===== src/rtl/rv_hazard_ctrl_pkg.sv =====
// rv_hazard_ctrl_pkg
// Shared definitions for the pipeline hazard controller:
//   md_state_t - MUL/DIV sequencing FSM state (IDLE, MD_BUSY, MD_HOLD)
//   REG_X0     - index of the hard-wired zero register
package rv_hazard_ctrl_pkg;

  typedef enum logic [1:0] {
    IDLE    = 2'd0,
    MD_BUSY = 2'd1,
    MD_HOLD = 2'd2
  } md_state_t;

  localparam logic [4:0] REG_X0 = 5'd0;

endpackage


===== src/rtl/rv_hazard_ctrl_stall_counter.sv =====
// rv_stall_counter
// Saturating up-counter with enable, used for the stall-cycle statistic.
// Ports:
//   clk_i   - clock
//   rst_i   - synchronous active-high reset, clears the count
//   en_i    - count this cycle
//   count_o - current count, sticks at all-ones
module rv_stall_counter #(
  parameter int CNT_W = 32
) (
  input  logic             clk_i,
  input  logic             rst_i,
  input  logic             en_i,
  output logic [CNT_W-1:0] count_o
);

  localparam logic [CNT_W-1:0] ONE     = {{(CNT_W-1){1'b0}}, 1'b1};
  localparam logic [CNT_W-1:0] ALL_ONE = {CNT_W{1'b1}};

  // Stop at all-ones so a long run never wraps back to a small value.
  always_ff @(posedge clk_i) begin
    if (rst_i) begin
      count_o <= '0;
    end else if (en_i && (count_o != ALL_ONE)) begin
      count_o <= count_o + ONE;
    end
  end

endmodule


===== src/rtl/rv_hazard_ctrl.sv =====
// rv_hazard_ctrl
// Hazard and stall controller for the 5-stage core. Resolves what the
// forwarding unit cannot: data-memory wait states, multi-cycle MUL/DIV in EX,
// taken branches and load-use. Drives per-stage hold/NOP controls, sequences
// the MUL/DIV start handshake and counts front-end stall cycles.
// Ports:
//   clk_i, rst_i                 - clock, synchronous active-high reset
//   ID_rs1_i/ID_rs2_i            - source registers of the ID instruction
//   ID_use_rs1_i/ID_use_rs2_i    - ID instruction really reads that source
//   EX_mem_read_i, EX_rd_i       - EX instruction is a load / its destination
//   EX_md_i                      - EX instruction is MUL/DIV/REM
//   EX_branch_taken_i            - branch/jump resolved taken in EX
//   MEM_req_i, dmem_ready_i      - MEM data access and its completion
//   md_done_i                    - MUL/DIV result valid pulse
//   md_start_o                   - MUL/DIV start pulse
//   stall_*_o                    - hold PC, IF/ID, ID/EX, EX/MEM
//   flush_*_o                    - NOP into IF/ID, ID/EX, EX/MEM, MEM/WB
//   stall_cnt_o                  - saturating count of cycles with stall_IF_o
module rv_hazard_ctrl
  import rv_hazard_ctrl_pkg::*;
#(
  parameter int CNT_W = 32
) (
  input  logic             clk_i,
  input  logic             rst_i,
  input  logic [4:0]       ID_rs1_i,
  input  logic [4:0]       ID_rs2_i,
  input  logic             ID_use_rs1_i,
  input  logic             ID_use_rs2_i,
  input  logic             EX_mem_read_i,
  input  logic [4:0]       EX_rd_i,
  input  logic             EX_md_i,
  input  logic             EX_branch_taken_i,
  input  logic             MEM_req_i,
  input  logic             dmem_ready_i,
  input  logic             md_done_i,
  output logic             md_start_o,
  output logic             stall_IF_o,
  output logic             stall_ID_o,
  output logic             stall_EX_o,
  output logic             stall_MEM_o,
  output logic             flush_ID_o,
  output logic             flush_EX_o,
  output logic             flush_MEM_o,
  output logic             flush_WB_o,
  output logic [CNT_W-1:0] stall_cnt_o
);

  md_state_t state, state_next;

  logic mem_stall;
  logic md_stall;
  logic load_use;

  assign mem_stall = MEM_req_i & ~dmem_ready_i;

  // MD_HOLD deliberately contributes nothing: the result is already parked
  // in the MUL/DIV unit, only the memory wait keeps the pipe frozen.
  assign md_stall = ((state == IDLE) & EX_md_i) |
                    ((state == MD_BUSY) & ~md_done_i);

  assign load_use = EX_mem_read_i & (EX_rd_i != REG_X0) &
                    (((EX_rd_i == ID_rs1_i) & ID_use_rs1_i) |
                     ((EX_rd_i == ID_rs2_i) & ID_use_rs2_i));

  always_ff @(posedge clk_i) begin
    if (rst_i) begin
      state <= IDLE;
    end else begin
      state <= state_next;
    end
  end

  // Next state, start pulse and the prioritised stall/flush decode.
  // A memory wait freezes everything including EX, so a MUL/DIV that
  // finishes under it must be parked in MD_HOLD rather than retired.
  always_comb begin
    state_next  = state;
    md_start_o  = 1'b0;
    stall_IF_o  = 1'b0;
    stall_ID_o  = 1'b0;
    stall_EX_o  = 1'b0;
    stall_MEM_o = 1'b0;
    flush_ID_o  = 1'b0;
    flush_EX_o  = 1'b0;
    flush_MEM_o = 1'b0;
    flush_WB_o  = 1'b0;

    case (state)
      IDLE: begin
        if (EX_md_i && !mem_stall) begin
          md_start_o = 1'b1;
          state_next = MD_BUSY;
        end
      end
      MD_BUSY: begin
        if (md_done_i) begin
          state_next = mem_stall ? MD_HOLD : IDLE;
        end
      end
      MD_HOLD: begin
        if (!mem_stall) begin
          state_next = IDLE;
        end
      end
      default: state_next = IDLE;
    endcase

    if (mem_stall) begin
      stall_IF_o  = 1'b1;
      stall_ID_o  = 1'b1;
      stall_EX_o  = 1'b1;
      stall_MEM_o = 1'b1;
      flush_WB_o  = 1'b1;
    end else if (md_stall) begin
      stall_IF_o  = 1'b1;
      stall_ID_o  = 1'b1;
      stall_EX_o  = 1'b1;
      flush_MEM_o = 1'b1;
    end else if (EX_branch_taken_i) begin
      // The ID instruction is squashed, so any load-use on it is moot.
      flush_ID_o = 1'b1;
      flush_EX_o = 1'b1;
    end else if (load_use) begin
      stall_IF_o = 1'b1;
      stall_ID_o = 1'b1;
      flush_EX_o = 1'b1;
    end
  end

  rv_stall_counter #(
    .CNT_W(CNT_W)
  ) u_stall_counter (
    .clk_i  (clk_i),
    .rst_i  (rst_i),
    .en_i   (stall_IF_o),
    .count_o(stall_cnt_o)
  );

endmodule


===== config.mk =====
export PLATFORM = sky130hd
export DESIGN_NAME = rv_hazard_ctrl
export DESIGN_NICKNAME = d
export VERILOG_FILES = /design/src/rtl/rv_hazard_ctrl_pkg.sv /design/src/rtl/rv_hazard_ctrl_stall_counter.sv /design/src/rtl/rv_hazard_ctrl.sv
export SDC_FILE = /design/constraint.sdc
export NUM_CORES = 1
export LEC_CHECK = 0
export ABC_CLOCK_PERIOD_IN_PS = 2100
export CAP_MARGIN = 20
export CORE_ASPECT_RATIO = 1.75
export CORE_MARGIN = 2
export CORE_UTILIZATION = 41
export DETAILED_ROUTE_END_ITERATION = 10
export GPL_ROUTABILITY_DRIVEN = 0
export PLACE_DENSITY = 0.73
export SYNTH_ARGS = -nofsm -noshare
export SYNTH_HDL_FRONTEND = slang
export SYNTH_SLANG_ARGS = --single-unit

===== constraint.sdc =====
create_clock -name clk_i -period 2.1 [get_ports clk_i]
set_input_delay 0.42 -clock clk_i [delete_from_list [all_inputs] [get_ports clk_i]]
set_output_delay 0.42 -clock clk_i [all_outputs]
set_load 0.005 [all_outputs]

==> results.md <==
* Global route hottest layer: met2
* Max-cap check violation count at 0
* Unrepaired setup endpoints after global routing: true
* TritonCTS Buffers at 5
* Largest net degree at the start of global routing at 23
* Int Power at around 0.0012 W
* Via count at about 2,500
* Multi-input gate area at between 1000 and 1500 sq um
* CTS tree: done
* Initial Utilization at 0.4221
* Avg WL per Cell at roughly 17 um
* Die Span X at roughly 56 um
* Worst-skew pair later-pin latency at approximately 300 ps
* Seq/Total Area, Yosys at 0.3456
* # fillers at ~350
* Crit path time final at 2188 ps
* H-tree depth at 2
* Slew @ Worst Pin at about 440 ps
* Dpl hpwl at ~4400 um
* CP required at 2290 ps
* Worst setup path startpoint: EX_rd_i[3]
* Worst vdd ir at 0.0004172 V
* Commonest non-fill, non-tap cell in the layout: buf_4
* Die area at roughly 5400 sq um
* Startpoint types: input port
* Static leakage at 1.236 nW
* Diodes inserted at 0
* CP endpoint kind: register
* Final nets at between 300 and 400
* Die H at 95.69 um
* Share of post-route cells with drive strength above 1 at 0.3406
* DRT Pass-1 Iters at 5
* Final setup violation count at 20
* First-pass GRT wire length at 10,620 um
* Startpoint of the worst hold path: state[1]
* Vias in the first global route at between 2,000 and 2,500
* Final slew viol count at 0
* Violated checks: negative setup slack
* Reg-to-Reg Start: state[0]
* Fraction of met2 tracks used by global routing at 0.4843
* Sw power at between 0.0004 and 0.0005 W
* Switch share at 0.2739
* Worst R2R Path Depth at 10
* Via/cell ratio at slightly below 6
* Relative slew slack at 0.7031
* Core area at between 4000 and 5000 sq um
* Reg power frac at 0.415
* IO Count at 66
* Post-detailed-routing wire length at 7074 um
* Clock share of power at 0.327
* CTS Root Cell: clkbuf_8
* Fmax at around 460 MHz
* Critical path arrival at 2380 ps
* Antenna violations before repair at 0
* Clk slew on worst S/H paths at roughly 70 ps
* Final worst setup slack at -87.68 ps
* Synth unique cells at 39
* Min-delay worst type: reg2reg
* Syn Area/Cell at ~8 sq um
* Starting DRT DRC Count at between 90 and 100
* Cell Rows at 33
* Clock sink count at 34
* DRC at 0
* Most frequent cells in the layout: buf_4 (51), clkdlybuf4s50_1 (39), dfxtp_1 (32)
* Max clock buf depth at 2
* Hold Path Depth at 1
* R2r setup slk at -60 ps
* Hold_buf cts at 0
* Area Overhead vs Synth at 73.06%
* Combinational Power Share at 0.258
* Fin. Hold Viols at 0
* Syn Nets at roughly 270
* CP Class: in2reg
* Port bufs at 65
* FF+latch area at 683.2 sq um
* Layout Utilization at 0.7305
* Yosys reg bits at 34
* Synthesized cell area at about 2000 sq um
* Met3 GRT Util at 0.04613
* GR Util All Layers at 0.2485
* Met1 usage at 0.2521
* Yosys warning count at 0
* Dominant cell type by area after synthesis: dfxtp_1
* Grt total ovfl at 0
* Area contributors post-synth: dfxtp_1 (35%), or4_1 (7.6%), a21oi_1 (7.1%)
* Post-synthesis cell count at around 250
* Final ANT Viol Nets at 0
* PD cells at 467.6 nW/um^2
* Hold WS at between 500 and 600 ps
* Outcome: complete, but fails checks
* Synth top area share at 0.3456
* Post-Route Skew at 7.894 ps
* Final period utilization at 1.042
* Crit path max fanout at 22
-- synth_stat cells --
library cell / instances
and3_1: 1
a31oi_1: 2
or2_2: 5
mux2_2: 3
clkbuf_1: 6
buf_6: 1
nor2_1: 11
ha_1: 1
o21ai_1: 1
xnor2_1: 11
nand4_1: 10
o21a_1: 1
nor4b_1: 1
dfxtp_1: 34
nand2_1: 17
nor2b_1: 2
o31ai_1: 18
nor4_1: 3
nand3_1: 11
inv_1: 11
o211ai_1: 1
or3_4: 1
nor3_1: 5
buf_4: 2
a21oi_1: 28
nand4_4: 1
or2_1: 1
buf_2: 5
or3_1: 10
and2_1: 1
xor2_1: 1
nand2b_1: 2
o21ai_0: 11
a32oi_1: 1
o22ai_1: 1
and4_1: 4
or4_1: 20
mux2i_1: 1
buf_1: 1
-- routing by layer --
layer / vias to the layer above / routed length, um
met3: 20 / 241
li1: 1170 / -
met4: 0 / 218
met1: 1212 / 2633
met5: - / 0
met2: 74 / 3980
-- worst max-delay path, cell delays in order --
cell             delay (ps)
clkdlybuf4s15_2         220
or4_4                   500
o211ai_1                350
a32oi_4                  90
o21ai_4                 130
buf_4                   180
buf_16                  150
buf_4                   120
xor2_1                  140
nor2_1                   60
-- metrics by stage --
| step | power [W] | setup WS, ps | std cells | instance area (sq um) | TNS, ps |
|---|---|---|---|---|---|
| 6_report | 0.001594 | -87.68 | 419 | 3408 | -711.2 |
| 5_1_grt | 0.001642 | -121.5 | 419 | 3408 | -2058 |
| 4_1_cts | 0.001570 | -71.57 | 417 | 3309 | -1035 |
| 3_5_place_dp | 0.0009626 | -727.5 | 395 | 2975 | -18150 |
| 3_3_place_gp | 0.0009546 | -635.0 | 395 | 2975 | -16300 |
| 2_1_floorplan | 0.0007973 | -7.223 | 247 | 1982 | -7.223 |
-- cell type report --
| cell class | count | share of cell area |
|---|---|---|
| clock inverter | 1 | 0.001468 |
| sequential | 34 | 0.2004 |
| timing repair buffer | 127 | 0.3440 |
| inverter | 11 | 0.01285 |
| tap | 52 | 0.01909 |
| multi-input combinational | 187 | 0.3968 |
| clock buffer | 7 | 0.02533 |
-- flip-flops by register name, indices dropped and copies added (netlist names) --
register,flops
u_stall_counter.count_o,32
state,2
-- cell families after synthesis --
| group | after synthesis | synth area share |
|---|---|---|
| multiplexers | 4 | 0.02224 |
| buffers and inverters | 26 | 0.06035 |
| adder cells (fa/ha/maj) | 1 | 0.006352 |
| AO/OA/AOI/OAI | 64 | 0.1919 |
| AND/OR/NAND/NOR | 106 | 0.3202 |
| XOR/XNOR | 12 | 0.05337 |
| flip-flops | 34 | 0.3456 |
-- what timing repair did --
action                                  CTS  global route
setup buffers                            11             3
endpoints found under the setup margin   40            36
gates cloned                              3             0
pin swaps                                23            15
gates resized for setup                  69            39
-- path summary, 6_finish.rpt --
| kind | endpoint |
|---|---|
| min reg2reg | state[0] |
| min | state[0] |
| max | u_stall_counter.count_o[0] |
| max reg2reg | u_stall_counter.count_o[14] |
-- power by group through the flow --
stage          clock network [W]  registers (W)  logic [W]
2_1_floorplan                  0       0.000678   0.000119
3_3_place_gp                   0       0.000673   0.000282
3_5_place_dp                   0       0.000674   0.000289
4_1_cts                 0.000520       0.000660   0.000390
5_1_grt                 0.000547       0.000661   0.000434
6_report                0.000522       0.000661   0.000411
(Power assumes the default switching activity.)
